## src/rtl/state_sequence_driver_pkg.sv

```systemverilog
// Shared types and constants for the state-sequence driver and its transition table.
package state_sequence_driver_pkg;

    localparam int STATE_W = 3;

    typedef logic [STATE_W-1:0] state_t;

    localparam state_t START_STATE  = 3'b001;
    localparam state_t ACCEPT_STATE = 3'b100;

    // Sequencing of one serial bit: present candidates, strobe, let the manager settle, check.
    typedef enum logic [2:0] {
        IDLE,
        LOAD,
        PRESENT,
        STROBE,
        SETTLE,
        CHECK
    } fsm_t;

    // One transition-table entry: destination state for X=0 and for X=1.
    typedef struct packed {
        state_t next0;
        state_t next1;
    } tbl_entry_t;

endpackage

```

## src/rtl/state_sequence_driver_if.sv

```systemverilog
// Word handshake plus the state-manager exchange (sCurrent in, candidates/X/NXT out).
// slave is the driver's view, master is the producer / state-manager side.
interface state_sequence_driver_if
    import state_sequence_driver_pkg::*;
#(
    parameter int WORD_W = 8
);
    logic              in_valid;
    logic              in_ready;
    logic [WORD_W-1:0] in_word;
    state_t            sCurrent;
    state_t            sNext0;
    state_t            sNext1;
    logic              X;
    logic              NXT;

    modport master (
        output in_valid, in_word, sCurrent,
        input  in_ready, sNext0, sNext1, X, NXT
    );

    modport slave (
        input  in_valid, in_word, sCurrent,
        output in_ready, sNext0, sNext1, X, NXT
    );
endinterface

```

## src/rtl/state_sequence_driver_table.sv

```systemverilog
// Programmable transition table: 2^STATE_W entries, one gated write port, async read.
module seq_transition_table
    import state_sequence_driver_pkg::*;
(
    input  logic       CLK,
    input  logic       nRST,
    input  logic       we,
    input  logic       busy,
    input  state_t     wAddr,
    input  tbl_entry_t wData,
    input  state_t     rAddr,
    output tbl_entry_t rData
);
    tbl_entry_t entries [0:(1<<STATE_W)-1];

    // Entries reset to START_STATE; writes are dropped while a word is in flight.
    always_ff @(posedge CLK or negedge nRST) begin
        if (!nRST) begin
            for (int i = 0; i < (1<<STATE_W); i++)
                entries[i] <= '{next0: START_STATE, next1: START_STATE};
        end else if (we && !busy) begin
            entries[wAddr] <= wData;
        end
    end

    assign rData = entries[rAddr];

endmodule

```

## src/rtl/state_sequence_driver.sv

```systemverilog
// Transmit side of the state-manager interface: serialises a word MSB-first on X,
// presenting table-driven candidate next states and a one-cycle NXT strobe per bit.
// Optional feature macro: MATCH_COUNT_EN adds a saturating match counter (match_cnt).
module state_sequence_driver
    import state_sequence_driver_pkg::*;
#(
    parameter int WORD_W = 8
`ifdef MATCH_COUNT_EN
    ,
    parameter int CNT_W  = 8
`endif
)(
    input  logic                    CLK,
    input  logic                    nRST,
    state_sequence_driver_if.slave  sif,
    input  logic                    tbl_we,
    input  state_t                  tbl_addr,
    input  state_t                  tbl_next0,
    input  state_t                  tbl_next1,
    output logic                    busy,
    output logic                    match,
    output logic                    done
`ifdef MATCH_COUNT_EN
    ,
    output logic [CNT_W-1:0]        match_cnt
`endif
);
    localparam int IDX_W = (WORD_W > 1) ? $clog2(WORD_W) : 1;

    fsm_t              state;
    logic [WORD_W-1:0] shreg;
    logic [IDX_W-1:0]  bitIdx;
    logic              inReadyR;
    logic              nxtR;
    logic              xR;
    logic              busyR;
    logic              matchR;
    logic              doneR;
    state_t            next0R;
    state_t            next1R;
    tbl_entry_t        wData;
    tbl_entry_t        rEntry;

    assign wData = '{next0: tbl_next0, next1: tbl_next1};

    // Lookup is always on sCurrent; only the PRESENT state consumes it.
    seq_transition_table u_table (
        .CLK   (CLK),
        .nRST  (nRST),
        .we    (tbl_we),
        .busy  (busyR),
        .wAddr (tbl_addr),
        .wData (wData),
        .rAddr (sif.sCurrent),
        .rData (rEntry)
    );

    // Bit sequencer: all outputs are registered, pulses default low every cycle.
    always_ff @(posedge CLK or negedge nRST) begin
        if (!nRST) begin
            state    <= IDLE;
            shreg    <= '0;
            bitIdx   <= '0;
            inReadyR <= 1'b1;
            nxtR     <= 1'b0;
            xR       <= 1'b0;
            busyR    <= 1'b0;
            matchR   <= 1'b0;
            doneR    <= 1'b0;
            next0R   <= START_STATE;
            next1R   <= START_STATE;
        end else begin
            nxtR   <= 1'b0;
            matchR <= 1'b0;
            doneR  <= 1'b0;
            case (state)
                IDLE: begin
                    if (sif.in_valid && inReadyR) begin
                        shreg    <= sif.in_word;
                        bitIdx   <= IDX_W'(WORD_W-1);
                        inReadyR <= 1'b0;
                        busyR    <= 1'b1;
                        state    <= LOAD;
                    end
                end
                LOAD: state <= PRESENT;
                PRESENT: begin
                    // Candidates and X land together with NXT and hold until the next PRESENT.
                    next0R <= rEntry.next0;
                    next1R <= rEntry.next1;
                    xR     <= shreg[WORD_W-1];
                    nxtR   <= 1'b1;
                    state  <= STROBE;
                end
                STROBE: state <= SETTLE;
                SETTLE: state <= CHECK;
                CHECK: begin
                    matchR <= (sif.sCurrent == ACCEPT_STATE);
                    shreg  <= shreg << 1;
                    if (bitIdx == '0) begin
                        doneR    <= 1'b1;
                        inReadyR <= 1'b1;
                        busyR    <= 1'b0;
                        state    <= IDLE;
                    end else begin
                        bitIdx <= bitIdx - 1'b1;
                        state  <= PRESENT;
                    end
                end
                default: state <= IDLE;
            endcase
        end
    end

`ifdef MATCH_COUNT_EN
    // Counts on the same edge that raises match, so match_cnt already includes it.
    always_ff @(posedge CLK or negedge nRST) begin
        if (!nRST)
            match_cnt <= '0;
        else if (state == CHECK && sif.sCurrent == ACCEPT_STATE && match_cnt != '1)
            match_cnt <= match_cnt + 1'b1;
    end
`endif

    assign sif.in_ready = inReadyR;
    assign sif.NXT      = nxtR;
    assign sif.X        = xR;
    assign sif.sNext0   = next0R;
    assign sif.sNext1   = next1R;
    assign busy         = busyR;
    assign match        = matchR;
    assign done         = doneR;

endmodule
```

## src/flat_wrapper.sv

```systemverilog
// flat-port wrapper written by rule: the top's interface ports become plain ports
module state_sequence_driver_flat import state_sequence_driver_pkg::*;
#(
    parameter int WORD_W = 8

)
  (CLK, nRST, tbl_we, tbl_addr, tbl_next0, tbl_next1, busy, match, done, sif_in_valid, sif_in_word, sif_sCurrent, sif_in_ready, sif_sNext0, sif_sNext1, sif_X, sif_NXT);
  state_sequence_driver_if #(.WORD_W(WORD_W)) sif_i ();
  input  logic CLK;
  input  logic nRST;
  input  logic tbl_we;
  input  state_t tbl_addr;
  input  state_t tbl_next0;
  input  state_t tbl_next1;
  output logic busy;
  output logic match;
  output logic done;
  input wire logic [$bits(sif_i.in_valid)-1:0] sif_in_valid;
  input wire logic [$bits(sif_i.in_word)-1:0] sif_in_word;
  input wire logic [$bits(sif_i.sCurrent)-1:0] sif_sCurrent;
  output wire logic [$bits(sif_i.in_ready)-1:0] sif_in_ready;
  output wire logic [$bits(sif_i.sNext0)-1:0] sif_sNext0;
  output wire logic [$bits(sif_i.sNext1)-1:0] sif_sNext1;
  output wire logic [$bits(sif_i.X)-1:0] sif_X;
  output wire logic [$bits(sif_i.NXT)-1:0] sif_NXT;
  assign sif_i.in_valid = sif_in_valid;
  assign sif_i.in_word = sif_in_word;
  assign sif_i.sCurrent = sif_sCurrent;
  assign sif_in_ready = sif_i.in_ready;
  assign sif_sNext0 = sif_i.sNext0;
  assign sif_sNext1 = sif_i.sNext1;
  assign sif_X = sif_i.X;
  assign sif_NXT = sif_i.NXT;
  state_sequence_driver #(.WORD_W(WORD_W)) u_core (.CLK(CLK), .nRST(nRST), .sif(sif_i), .tbl_we(tbl_we), .tbl_addr(tbl_addr), .tbl_next0(tbl_next0), .tbl_next1(tbl_next1), .busy(busy), .match(match), .done(done));
endmodule
```

## config.mk

```make
export PLATFORM = sky130hd
export DESIGN_NAME = state_sequence_driver_flat
export DESIGN_NICKNAME = d
export VERILOG_FILES = /design/src/rtl/state_sequence_driver_pkg.sv /design/src/rtl/state_sequence_driver_if.sv /design/src/rtl/state_sequence_driver_table.sv /design/src/rtl/state_sequence_driver.sv /design/src/flat_wrapper.sv
export SDC_FILE = /design/constraint.sdc
export NUM_CORES = 1
export LEC_CHECK = 0
export BUFFER_PORTS_ARGS = -buffer_cell sky130_fd_sc_hd__buf_2
export CAP_MARGIN = 40
export CELL_PAD_IN_SITES_DETAIL_PLACEMENT = 0
export CELL_PAD_IN_SITES_GLOBAL_PLACEMENT = 1
export CORE_UTILIZATION = 48
export DETAILED_ROUTE_END_ITERATION = 8
export HOLD_SLACK_MARGIN = 0.02
export PLACE_DENSITY = 0.86
export SLEW_MARGIN = 10
export SYNTH_ARGS = -nofsm -noshare
export SYNTH_HDL_FRONTEND = slang
export SYNTH_SLANG_ARGS = --single-unit
```

## constraint.sdc

```tcl
create_clock -name CLK -period 2.1 [get_ports CLK]
set_clock_uncertainty 0.2 [all_clocks]
set_input_delay 0.21 -clock CLK [delete_from_list [all_inputs] [get_ports CLK]]
set_output_delay 0.21 -clock CLK [all_outputs]
set_load 0.02 [all_outputs]
```

# Yosys cells after proc, flatten, opt, wreduce, memory -nomap -nowiden
# Cells that the tools add are included.
dict set report totals {
  reg_bits 74
  input_bits 24
  wordCells 76
  output_inout_bits 12
}
dict set report classes {
  n_mux 24
  addsub 1
  eq_ne 9
  n_lt_le_gt_ge 3
  n_reduce_logical 10
  bitwise 2
}
# cell n
set ops {}
lappend ops {{48-bit bitwise mux} 1}
lappend ops {{6-bit binary-select mux with 3-bit select} 1}
lappend ops {{6-bit demux with 3-bit select} 1}
lappend ops {{6-bit 2-to-1 mux} 3}
lappend ops {{3-bit one-hot mux with 6 select lines} 1}
lappend ops {{8-bit one-hot mux with 2 select lines} 1}
lappend ops {{3-bit equality test, second input constant} 3}
lappend ops {{3-bit 2-to-1 mux} 3}
lappend ops {{4-bit greater-or-equal comparator, second input constant} 2}
lappend ops {{1-bit 2-to-1 mux} 8}
lappend ops {{8-bit 2-to-1 mux} 1}
lappend ops {{3-bit inverter with 4-bit output} 2}
lappend ops {{3-bit by 2-bit equality test with 1-bit output, second input constant} 2}
lappend ops {{3-bit logical NOT} 2}
lappend ops {{3-bit one-hot mux with 2 select lines} 1}
lappend ops {{3-bit AND reduction} 2}
lappend ops {{4-bit by 1-bit < comparator with 1-bit output, second input constant} 1}
lappend ops {{2-bit by 1-bit != test with 1-bit output, second input constant} 2}
lappend ops {{1-bit one-hot mux with 2 select lines} 2}
lappend ops {{3-bit by 1-bit equality test with 1-bit output, second input constant} 1}
lappend ops {{1-bit logical AND} 3}
lappend ops {{3-bit by 1-bit subtractor with 3-bit output, second input constant} 1}
lappend ops {{2-bit 2-to-1 mux} 1}
lappend ops {{2-bit != test, second input constant} 1}
lappend ops {{other kinds (3)} 3}

# Depth between registers and ports, before layout
# Gate-level depths: netlist of the first run.
dict set report depth {
  ltp_word 6
  depth_mapped 6
  depth_no_buf 6
}

# Cells and area by module
# From an unflattened synthesis of the first run, not the netlist that was laid out.
dict set report hier_totals {
  hier_cells 225
  hier_area_um2 3460.8
}
# module cells_each area_each_um2 n_inst seq_area_each_um2
set by_module_without_submodules {}
lappend by_module_without_submodules {seq_transition_table 133 2287.2 1 1221.2}
lappend by_module_without_submodules {state_sequence_driver 92 1173.6 1 654.4}

# Worst setup path after synthesis of the first run
# Ideal clock, no wire load.
dict set report synth_path {
  path_type {register to register}
  from {register u_core.busyR, in the netlist u_core.busy}
  to {register u_core.u_table.entries[10] in the netlist's numbering}
  path_buffers 1
  path_stages_with_launch 5
  t_arrival_ps 1411
  slack_ps 364
  period_less_slack_ps 1736
  required_time_ps 1775
  cell_sequence {dfrtp_1 nor3b_2 and3_1 buf_4 mux2_2}
}
dict set report synth_between {
  elab_chain_cells 2
}
# item line_no
set synth_rtl {}
lappend synth_rtl {{start: declaration} state_sequence_driver.sv:36} ;# logic busyR;
lappend synth_rtl {{start signal: assignment} state_sequence_driver.sv:67} ;# busyR <= 1'b0;
lappend synth_rtl {{start signal: assignment} state_sequence_driver.sv:82} ;# busyR <= 1'b1;
lappend synth_rtl {{start signal: assignment} state_sequence_driver.sv:103} ;# busyR <= 1'b0;
lappend synth_rtl {{1-bit logical NOT} state_sequence_driver_table.sv:21} ;# end else if (we && !busy) begin
lappend synth_rtl {{1-bit logical AND} state_sequence_driver_table.sv:21}
lappend synth_rtl {{end signal: indexed assignment} state_sequence_driver_table.sv:20} ;# entries[i] <= '{next0: START_STATE, next1: START_STATE};
lappend synth_rtl {{end signal: indexed assignment} state_sequence_driver_table.sv:22} ;# entries[wAddr] <= wData;
lappend synth_rtl {{end: declaration} state_sequence_driver_table.sv:14} ;# tbl_entry_t entries [0:(1<<STATE_W)-1];
# No other way between the ends.
# A chain may end at the register's enable or synchronous reset.

# Worst setup path after layout of the first run
dict set report layout_path {
  from {register u_core.busyR, in the netlist u_core.busy}
  to {register u_core.u_table.entries[29] in the netlist's numbering}
}
# Same word-level chain as after synthesis.

==> results_tabular.tex, run 1 <==
\begin{tabular}{lr}
\hline
Metric & Value \\
\hline
\multicolumn{2}{l}{\textbf{Yosys}} \\
\quad Post-synthesis cell type with the largest combined area & dfrtp\_1 \\
\quad Synthesized netlist net count & 282 \\
\quad Flop and latch count out of synthesis & 74 \\
\quad Ys async rst share & 100\% \\
\quad Synthesized area per cell & 13.5 um\^{}2 \\
\quad Share of the synthesized area in the top cell type & 39.7\% \\
\quad Top flip-flop cell by instance count after synthesis & dfrtp\_1 \\
\quad Cell area after technology mapping & 3470 um\^{}2 \\
\quad Post-Synthesis Cells & 256 \\
\quad Number of library cell types mapped by synthesis & 40 \\
\quad Synth area leaders & dfrtp\_1, mux2\_2, dfstp\_2 \\
\quad Synth warnings & 0 \\
\quad Sequential element share of the synthesized area & 54.1\% \\
\quad Number of synthesized flops with an enable pin & 0 \\
\multicolumn{2}{l}{\textbf{Power and ir drop}} \\
\quad Leakage dissipation & 1.85 nW \\
\quad Power density normalized to cell area & 1220 nW/um\^{}2 \\
\quad IR drop worst, VDD & 512 uV \\
\multicolumn{2}{l}{\textbf{Worst setup path}} \\
\quad Stage delay of the slowest cell on the critical path & 0.43 ns \\
\quad Startpoint type of the worst setup path & register \\
\quad Reg2reg start & u\_core.busy\$\_DFFE\_PN0P\_ \\
\quad Slowest-stage cell, CP & dfrtp\_1 \\
\quad Data arrival time of the critical path & 1.79 ns \\
\quad Crit path cell chain & nand3b\_4 -> nor3b\_4 -> mux2\_2 \\
\quad Required arrival time at the worst endpoint & 2.13 ns \\
\quad Critical path's top delay family & simple AND/OR/NAND/NOR gates \\
\quad Number of buffers and inverters on the critical path & 0 \\
\quad Reg-to-reg setup timing slack & 0.34 ns \\
\quad Endpoint of the lowest-slack register-to-register path & u\_core.u\_table.entries[29]\$\_DFFE\_PN0P\_ \\
\quad Sort of element at the end of the critical path & register \\
\quad Depth of the worst register-to-register path & 3 \\
\quad Largest fanout on the critical path & 6 \\
\quad Type of the worst setup path & register to register \\
\multicolumn{2}{l}{\textbf{Final layout}} \\
\quad Net count of the finished layout & 334 \\
\quad Combined area of the multi-input logic cells & 1470 um\^{}2 \\
\quad Number of filler instances in the final layout & 570 \\
\quad Highest-count cells in the layout ignoring fill and taps & mux2\_2, dfrtp\_1, buf\_2 \\
\quad Non-filler cells in the finished layout & 409 \\
\quad Diode insertion count for antenna repair & 0 \\
\quad Share of final-layout standard cells stronger than drive strength 1 & 48.9\% \\
\quad P\&R area growth vs syn & 16.5\% \\
\quad Sequential standard cell area & 1880 um\^{}2 \\
\multicolumn{2}{l}{\textbf{Floorplan}} \\
\quad Row count & 30 \\
\quad Initial Utilization & 50.5\% \\
\quad Core Box Area & 6870 um\^{}2 \\
\quad Die Y & 87.0 um \\
\quad Chip width & 87.0 um \\
\quad Total Die Area & 7570 um\^{}2 \\
\quad Number of top-level design ports & 36 \\
\multicolumn{2}{l}{\textbf{CTS}} \\
\quad Maximum buffer depth of the clock tree & 2 \\
\quad Buffer count from post-CTS setup fixing & 0 \\
\quad CTS tree & built \\
\quad Clock transition at the registers of the reported paths & 0.08 ns \\
\quad Number of sinks driven by the clock tree & 74 \\
\quad Root Buffer & clkbuf\_8 \\
\quad Insertion delay to the later sink of the worst-skew pair & 0.35 ns \\
\quad Total CTS buffers & 9 \\
\quad Count of H-tree levels built during CTS & 3 \\
\multicolumn{2}{l}{\textbf{Hold path}} \\
\quad Min-Delay Path Class & primary input to register \\
\quad Capture endpoint of the worst hold path & u\_core.u\_table.entries[5]\$\_DFFE\_PN0P\_ \\
\quad Hold path start & tbl\_next0[2] \\
\quad Hold Path Stages & 2 \\
\multicolumn{2}{l}{\textbf{Place}} \\
\quad Post-detail-place hpwl & 4510 um \\
\quad Gp weighted congestion & 0.750 \\
\quad Number of instances in the placed design & 381 \\
\quad Count of port buffers added during placement & 35 \\
\multicolumn{2}{l}{\textbf{Timing}} \\
\quad Final Max Tran Viols & 0 \\
\quad Setup violations, final & 0 \\
\quad Transition time at the pin with the least slew margin & 0.478 ns \\
\quad Setup\_tns & 0 ns \\
\quad Fmax & 569 MHz \\
\quad RSZ-0062 raised after global routing & no \\
\quad Share of the clock period used by the worst path & 83.7\% \\
\quad Period minus WS final & 1.76 ns \\
\quad Count of endpoints failing hold in the final timing report & 0 \\
\quad Max-Slew Margin vs Limit & 68.0\% \\
\multicolumn{2}{l}{\textbf{Routing}} \\
\quad Post-Route WL & 6760 um \\
\quad Count of vias placed by the detailed router & 2,203 \\
\quad Mean number of vias per cell & 5.39 \\
\quad DRT antenna net count & 0 \\
\quad Drt first pass iters & 4 \\
\quad Wirelength per Cell & 16.5 um \\
\quad Number of violations reported at the end of detailed-routing iteration 0 & 123 \\
\quad Post-route DRC violation count & 0 \\
\multicolumn{2}{l}{\textbf{Flow run}} \\
\quad Number of maximum-capacitance violations & 0 \\
\multicolumn{2}{l}{\textbf{Global routing}} \\
\quad Remaining Overflow, GRT & 0 \\
\quad Vias in the first global route & 2,192 \\
\quad Pin count of the biggest net entering global routing & 75 \\
\quad Initial antenna violation count & 0 \\
\quad Wire length of the first global-routing pass & 11,100 um \\
\quad Overall fraction of global-route tracks in use & 20.0\% \\
\multicolumn{2}{l}{\textbf{Status}} \\
\quad Run status & complete, no violations \\
\hline
\end{tabular}
## sequential cells by signal (all words and copies together) (netlist names)
signal,count
u_core.match,1
u_core.state,3
u_core.bitIdx,3
u_core.done,1
u_core.shreg,8
u_core.sif.X,1
u_core.sif.sNext0,3
u_core.sif.NXT,1
u_core.sif.in_ready,1
u_core.u_table.entries,48
u_core.busy,1
u_core.sif.sNext1,3
## kinds of logic (layout without fill, tap and decap cells)
group	Yosys count	in the layout	synth area share, %
flip-flops	74	74	54.1
multiplexers	73	73	24.6
AND/OR/NAND/NOR	58	58	10.4
AO/OA/AOI/OAI	32	32	6.78
buffers and inverters	17	74	3.43
adder cells (fa/ha/maj)	2	2	0.721
## power by group
group	leakage, nW	internal, W	total, W	switching [W]
Combinational	0.864	0.000760	0.00139	0.000626
Sequential	0.880	0.00210	0.00247	0.000362
Clock	0.103	0.000577	0.00109	0.000511
## cell usage after synthesis, drive strengths merged (2+ instances only)
cell and n:
a221oi 3, mux2 58, nand2b 3, nor3b 4
a211oi 2, nand2 17, o22ai 10, dfrtp 55
inv 4, nor2b 2, buf 11, nor2 16
o21ai 4, dfstp 19, nand3b 5, mux2i 12
clkbuf 2, a21oi 8, ha 2, mux4 3
nor3 5, a31oi 3
## metrics by stage
step | power (W) | area [um^2] | hold WS, ns | utilization, % | worst slack, ns
finish | 0.00494 | 4040 | 0.0341 | 58.8 | 0.343
global route | 0.00523 | 4040 | 0.0283 | 58.8 | 0.257
CTS | 0.00499 | 4040 | 0.0219 | 58.8 | 0.328
detailed placement | 0.00387 | 3720 | 0.0730 | 54.2 | 0.321
global placement | 0.00380 | 3720 | 0.0695 | 54.2 | 0.330
floorplan | 0.00348 | 3470 | -0.286 | - | 0.364
## cell type report
class / instances / area share, %
well taps: 96 / 2.97
flip-flops and latches: 74 / 46.4
clock inverters: 5 / 1.33
clock buffers: 11 / 3.50
inverters: 4 / 0.372
multi-input cells: 165 / 36.5
repair buffers: 54 / 8.92
## how the worst max path moves through the flow
stage / from / end / slack, ns / cells past startpoint
floorplan: u_core.busy$_DFFE_PN0P_ / u_core.u_table.entries[10]$_DFFE_PN0P_ / 0.36 / 4
global placement: sif_sCurrent[0] / u_core.sif.sNext0[1]$_DFFE_PN0P_ / 0.33 / 6
detailed placement: sif_sCurrent[0] / u_core.sif.sNext0[1]$_DFFE_PN0P_ / 0.32 / 6
CTS: u_core.busy$_DFFE_PN0P_ / u_core.u_table.entries[29]$_DFFE_PN0P_ / 0.33 / 3
global route: u_core.state[1]$_DFFE_PN0P_ / u_core.sif.sNext0[1]$_DFFE_PN0P_ / 0.26 / 4
finish: u_core.busy$_DFFE_PN0P_ / u_core.u_table.entries[29]$_DFFE_PN0P_ / 0.34 / 3
## metal layers
layer | vias up | routed length (um) | global-route usage (%)
met3 | 12 | 198 | 3.41
met2 | 33 | 3230 | 30.7
li1 | 1031 | - | -
met5 | - | 0 | 0
met4 | 0 | 139 | 10.0
met1 | 1127 | 3190 | 27.3
## what timing repair did
action | 4_1_cts | 5_1_grt
hold buffers | 12 | 0
gates resized for setup | 0 | 0
hold endpoints to repair | 95 | 0
endpoints found under the setup margin | 0 | 0
(Power assumes the default switching activity.)
==> run 2, diff against run 1 <==
--- a/config.mk
+++ b/config.mk
@@ -5,14 +5,15 @@
 export SDC_FILE = /design/constraint.sdc
 export NUM_CORES = 1
 export LEC_CHECK = 0
+export ABC_AREA = 1
 export BUFFER_PORTS_ARGS = -buffer_cell sky130_fd_sc_hd__buf_2
 export CAP_MARGIN = 40
 export CELL_PAD_IN_SITES_DETAIL_PLACEMENT = 0
 export CELL_PAD_IN_SITES_GLOBAL_PLACEMENT = 1
-export CORE_UTILIZATION = 48
+export CORE_UTILIZATION = 43
 export DETAILED_ROUTE_END_ITERATION = 8
 export HOLD_SLACK_MARGIN = 0.02
-export PLACE_DENSITY = 0.86
+export PLACE_DENSITY = 0.85
 export SLEW_MARGIN = 10
 export SYNTH_ARGS = -nofsm -noshare
 export SYNTH_HDL_FRONTEND = slang
==> constraint.sdc (replaced) <==
create_clock -name CLK -period 1.74 [get_ports CLK]
set_clock_uncertainty 0.2 [all_clocks]
set_input_delay 0.174 -clock CLK [delete_from_list [all_inputs] [get_ports CLK]]
set_output_delay 0.174 -clock CLK [all_outputs]
set_load 0.02 [all_outputs]
==> results_tabular.tex, run 2 <==
\begin{tabular}{lr}
\hline
Metric & Value \\
\hline
\multicolumn{2}{l}{\textbf{Yosys}} \\
\quad Multiplexer area fraction after synthesis & 0\% \\
\quad Flop and latch count out of synthesis & 74 \\
\quad Synth warnings & 0 \\
\quad Share of the synthesized area in the top cell type & 38.6\% \\
\quad Compound-gate portion of the synthesized area & 9.47\% \\
\quad Post-Synthesis Cells & 458 \\
\quad Combinational family with the most area after synthesis & simple AND/OR/NAND/NOR gates \\
\quad Number of synthesized flops with an enable pin & 0 \\
\quad Synth area leaders & dfrtp\_1, nand2\_1, dfstp\_2 \\
\quad Ys async rst share & 100\% \\
\quad Synthesized netlist net count & 484 \\
\quad Cell area after technology mapping & 3570 um\^{}2 \\
\quad Post-synthesis cell type with the largest combined area & dfrtp\_1 \\
\quad Top flip-flop cell by instance count after synthesis & dfrtp\_1 \\
\quad Share of the synthesized netlist area taken by xor and xnor gates & 0.246\% \\
\quad Synthesized area per cell & 7.79 um\^{}2 \\
\quad Top-count cell post-synth & nand2\_1 \\
\quad Top cells by instance count after synthesis & nand2\_1, inv\_1, o21ai\_0 \\
\quad Sequential element share of the synthesized area & 52.6\% \\
\quad Simple logic cell fraction of the synthesized area & 26.1\% \\
\quad Number of library cell types mapped by synthesis & 22 \\
\quad Adder-cell area share of the yosys netlist & 0.702\% \\
\multicolumn{2}{l}{\textbf{CTS}} \\
\quad Insertion delay to the later sink of the worst-skew pair & 0.35 ns \\
\quad Count of H-tree levels built during CTS & 3 \\
\quad CTS tree & built \\
\quad Number of sinks driven by the clock tree & 74 \\
\quad Root Buffer & clkbuf\_8 \\
\quad Total CTS buffers & 9 \\
\quad Maximum buffer depth of the clock tree & 2 \\
\quad Clock transition at the registers of the reported paths & 0.08 ns \\
\quad Buffer count from post-CTS setup fixing & 0 \\
\multicolumn{2}{l}{\textbf{Final layout}} \\
\quad Most common cell after layout, fill and taps aside & nand2\_1 \\
\quad P\&R area growth vs syn & 20.5\% \\
\quad Share of final-layout standard cells stronger than drive strength 1 & 17.6\% \\
\quad Highest-count cells in the layout ignoring fill and taps & nand2\_1, inv\_1, o21ai\_0 \\
\quad Register ranked first by flip-flop count & u\_core.u\_table.entries \\
\quad Registers with the highest flip-flop counts & u\_core.u\_table.entries: 48 flops, u\_core.shreg: 8 flops \\
\quad Non-filler cells in the finished layout & 620 \\
\quad Number of filler instances in the final layout & 737 \\
\quad Max reg flops & 48 \\
\quad Diode insertion count for antenna repair & 0 \\
\quad Net count of the finished layout & 539 \\
\multicolumn{2}{l}{\textbf{Power and ir drop}} \\
\quad Combinational share of power & 29.9\% \\
\quad Net switching power of the design & 0.00222 W \\
\quad IR drop worst, VDD & 519 uV \\
\quad Power density normalized to cell area & 1520 nW/um\^{}2 \\
\quad Leakage dissipation & 2.14 nW \\
\quad Switching power as a share of total power & 34.1\% \\
\quad Sequential fraction of design power & 45.5\% \\
\quad Clock share of power & 24.6\% \\
\quad Cell internal pwr & 0.00429 W \\
\multicolumn{2}{l}{\textbf{Worst setup path}} \\
\quad Reg2reg start & u\_core.busy\$\_DFFE\_PN0P\_ \\
\quad Largest fanout on the critical path & 12 \\
\quad Required arrival time at the worst endpoint & 1.80 ns \\
\quad Crit path cell chain & inv\_1 -> nand2\_1 -> nor2\_2 -> nand3\_2 -> o21ai\_0 \\
\quad Slowest-stage cell, CP & dfrtp\_1 \\
\quad Depth of the worst register-to-register path & 5 \\
\quad Startpoint type of the worst setup path & register \\
\quad Endpoint of the lowest-slack register-to-register path & u\_core.u\_table.entries[22]\$\_DFFE\_PN0P\_ \\
\quad Critical path's top delay family & simple AND/OR/NAND/NOR gates \\
\quad Reg-to-reg setup timing slack & 0.12 ns \\
\quad Stage delay of the slowest cell on the critical path & 0.38 ns \\
\quad Number of buffers and inverters on the critical path & 1 \\
\quad Critical path startpoint & u\_core.busy\$\_DFFE\_PN0P\_ \\
\quad Data arrival time of the critical path & 1.69 ns \\
\quad Sort of element at the end of the critical path & register \\
\quad Type of the worst setup path & register to register \\
\multicolumn{2}{l}{\textbf{Status}} \\
\quad Run status & complete, no violations \\
\multicolumn{2}{l}{\textbf{Routing}} \\
\quad DRT met1 WL & 3910 um \\
\quad DRT antenna net count & 0 \\
\quad Mean number of vias per cell & 4.83 \\
\quad Highest metal used & met4 \\
\quad Number of violations reported at the end of detailed-routing iteration 0 & 220 \\
\quad Wirelength per Cell & 13.5 um \\
\quad Post-route DRC violation count & 0 \\
\quad Post-Route WL & 8350 um \\
\quad Count of vias placed by the detailed router & 2,995 \\
\quad Drt first pass iters & 4 \\
\quad DR WL met2 & 3900 um \\
\quad Met3 wire length & 347 um \\
\multicolumn{2}{l}{\textbf{Timing}} \\
\quad Setup violations, final & 0 \\
\quad Worst Hold Slack & 0.0528 ns \\
\quad Count of endpoints failing hold in the final timing report & 0 \\
\quad Max-Slew Margin vs Limit & 72.6\% \\
\quad Share of the clock period used by the worst path & 93.3\% \\
\quad Final worst slack & 0.117 ns \\
\quad Fmax & 616 MHz \\
\quad RSZ-0062 raised after global routing & yes \\
\quad Period minus WS final & 1.62 ns \\
\quad Transition time at the pin with the least slew margin & 0.411 ns \\
\quad Final Max Tran Viols & 0 \\
\multicolumn{2}{l}{\textbf{Floorplan}} \\
\quad Total Die Area & 8660 um\^{}2 \\
\quad Chip width & 93.1 um \\
\quad Initial Utilization & 45.2\% \\
\quad Row count & 32 \\
\quad Number of top-level design ports & 36 \\
\quad Core Box Area & 7890 um\^{}2 \\
\quad Die Y & 93.1 um \\
\multicolumn{2}{l}{\textbf{Hold path}} \\
\quad Min-Delay Path Class & primary input to register \\
\quad Hold path start & tbl\_addr[1] \\
\quad Hold Path Stages & 3 \\
\quad Capture endpoint of the worst hold path & u\_core.u\_table.entries[6]\$\_DFFE\_PN1P\_ \\
\multicolumn{2}{l}{\textbf{Global routing}} \\
\quad Overall fraction of global-route tracks in use & 21.8\% \\
\quad Remaining Overflow, GRT & 0 \\
\quad Pin count of the biggest net entering global routing & 75 \\
\quad Initial antenna violation count & 0 \\
\quad Wire length of the first global-routing pass & 14,100 um \\
\quad Vias in the first global route & 2,863 \\
\multicolumn{2}{l}{\textbf{Flow run}} \\
\quad Number of maximum-capacitance violations & 0 \\
\multicolumn{2}{l}{\textbf{Place}} \\
\quad Count of port buffers added during placement & 35 \\
\quad Post-detail-place hpwl & 5700 um \\
\quad Number of instances in the placed design & 587 \\
\quad Minimum setup slack after placement & -0.0124 ns \\
\quad Gp weighted congestion & 0.800 \\
\hline
\end{tabular}
-- run 2: changes by cell type after synthesis, moves of 4 or more --
cell,before,now
buf_2,5,12
inv_1,4,73
mux2_2,55,0
mux2i_1,12,0
nand2_1,17,147
nand3_1,1,40
nor2_1,15,27
nor3_1,5,0
nor3_2,0,4
o21ai_0,4,57
o22ai_1,5,0
o22ai_2,5,0
-- run 2: power by group through the flow --
stage,combinational [W],clock (W),sequential [W]
floorplan,0.00129,0,0.00305
global placement,0.00187,0,0.00297
detailed placement,0.00192,0,0.00299
CTS,0.00196,0.00162,0.00296
global route,0.00228,0.00170,0.00306
finish,0.00195,0.00160,0.00296
-- run 2: how the worst max path moves through the flow --
stage	to	slack [ns]	cells after the start
after floorplan	u_core.u_table.entries[10]$_DFFE_PN0P_	0.24	7
after global placement	u_core.u_table.entries[19]$_DFFE_PN0P_	0.09	6
after detailed placement	u_core.u_table.entries[22]$_DFFE_PN0P_	-0.01	5
after CTS	u_core.u_table.entries[31]$_DFFE_PN0P_	-0.004	5
after global routing	u_core.u_table.entries[22]$_DFFE_PN0P_	-0.02	5
final	u_core.u_table.entries[22]$_DFFE_PN0P_	0.12	5
-- run 2: area by class of cell --
cell class	count	area, um^2	area share, %
multi-input combinational	292	1330	31.0
sequential	74	1880	43.6
timing repair buffer	63	453	10.5
clock buffer	11	131	3.06
inverter	73	274	6.37
tap	102	128	2.97
clock inverter	5	105	2.44
-- run 2: logic make-up (layout without fill, tap and decap cells) --
kind of cell,Yosys count,after routing
and+or+nand+nor,222,222
buffers and inverters,92,152
DFF,74,74
AOI/OAI and AO/OA,67,67
adders and majority gates,2,2
xor gates and xnor gates,1,1
-- run 2: what timing repair did --
item / in CTS / in global routing
endpoints found under the setup margin: 1 / 27
hold buffers: 17 / 0
resized for setup: 1 / 6
hold endpoints to repair: 101 / 0
-- run 2: metrics by stage --
| step | cell area [um^2] | power, W | utilization [%] | TNS (ns) |
|---|---|---|---|---|
| 2_1_floorplan | 3570 | 0.00434 | - | 0 |
| 3_3_place_gp | 3860 | 0.00484 | 49.0 | 0 |
| 3_5_place_dp | 3860 | 0.00491 | 49.0 | -0.0124 |
| 4_1_cts | 4270 | 0.00655 | 54.2 | -0.00370 |
| 5_1_grt | 4300 | 0.00704 | 54.5 | -0.0314 |
| 6_report | 4300 | 0.00651 | 54.5 | 0 |
-- run 2: worst reg2reg max path: stages (launching register included) --
cell	delay, ns
dfrtp_1	0.38
inv_1	0.14
nand2_1	0.09
nor2_2	0.21
nand3_2	0.25
o21ai_0	0.26
-- run 2: routing by layer --
layer	vias to the layer above	track usage [%]
met3	15	4.80
met1	1401	29.8
li1	1523	-
met4	0	8.59
met2	56	33.7
met5	-	0
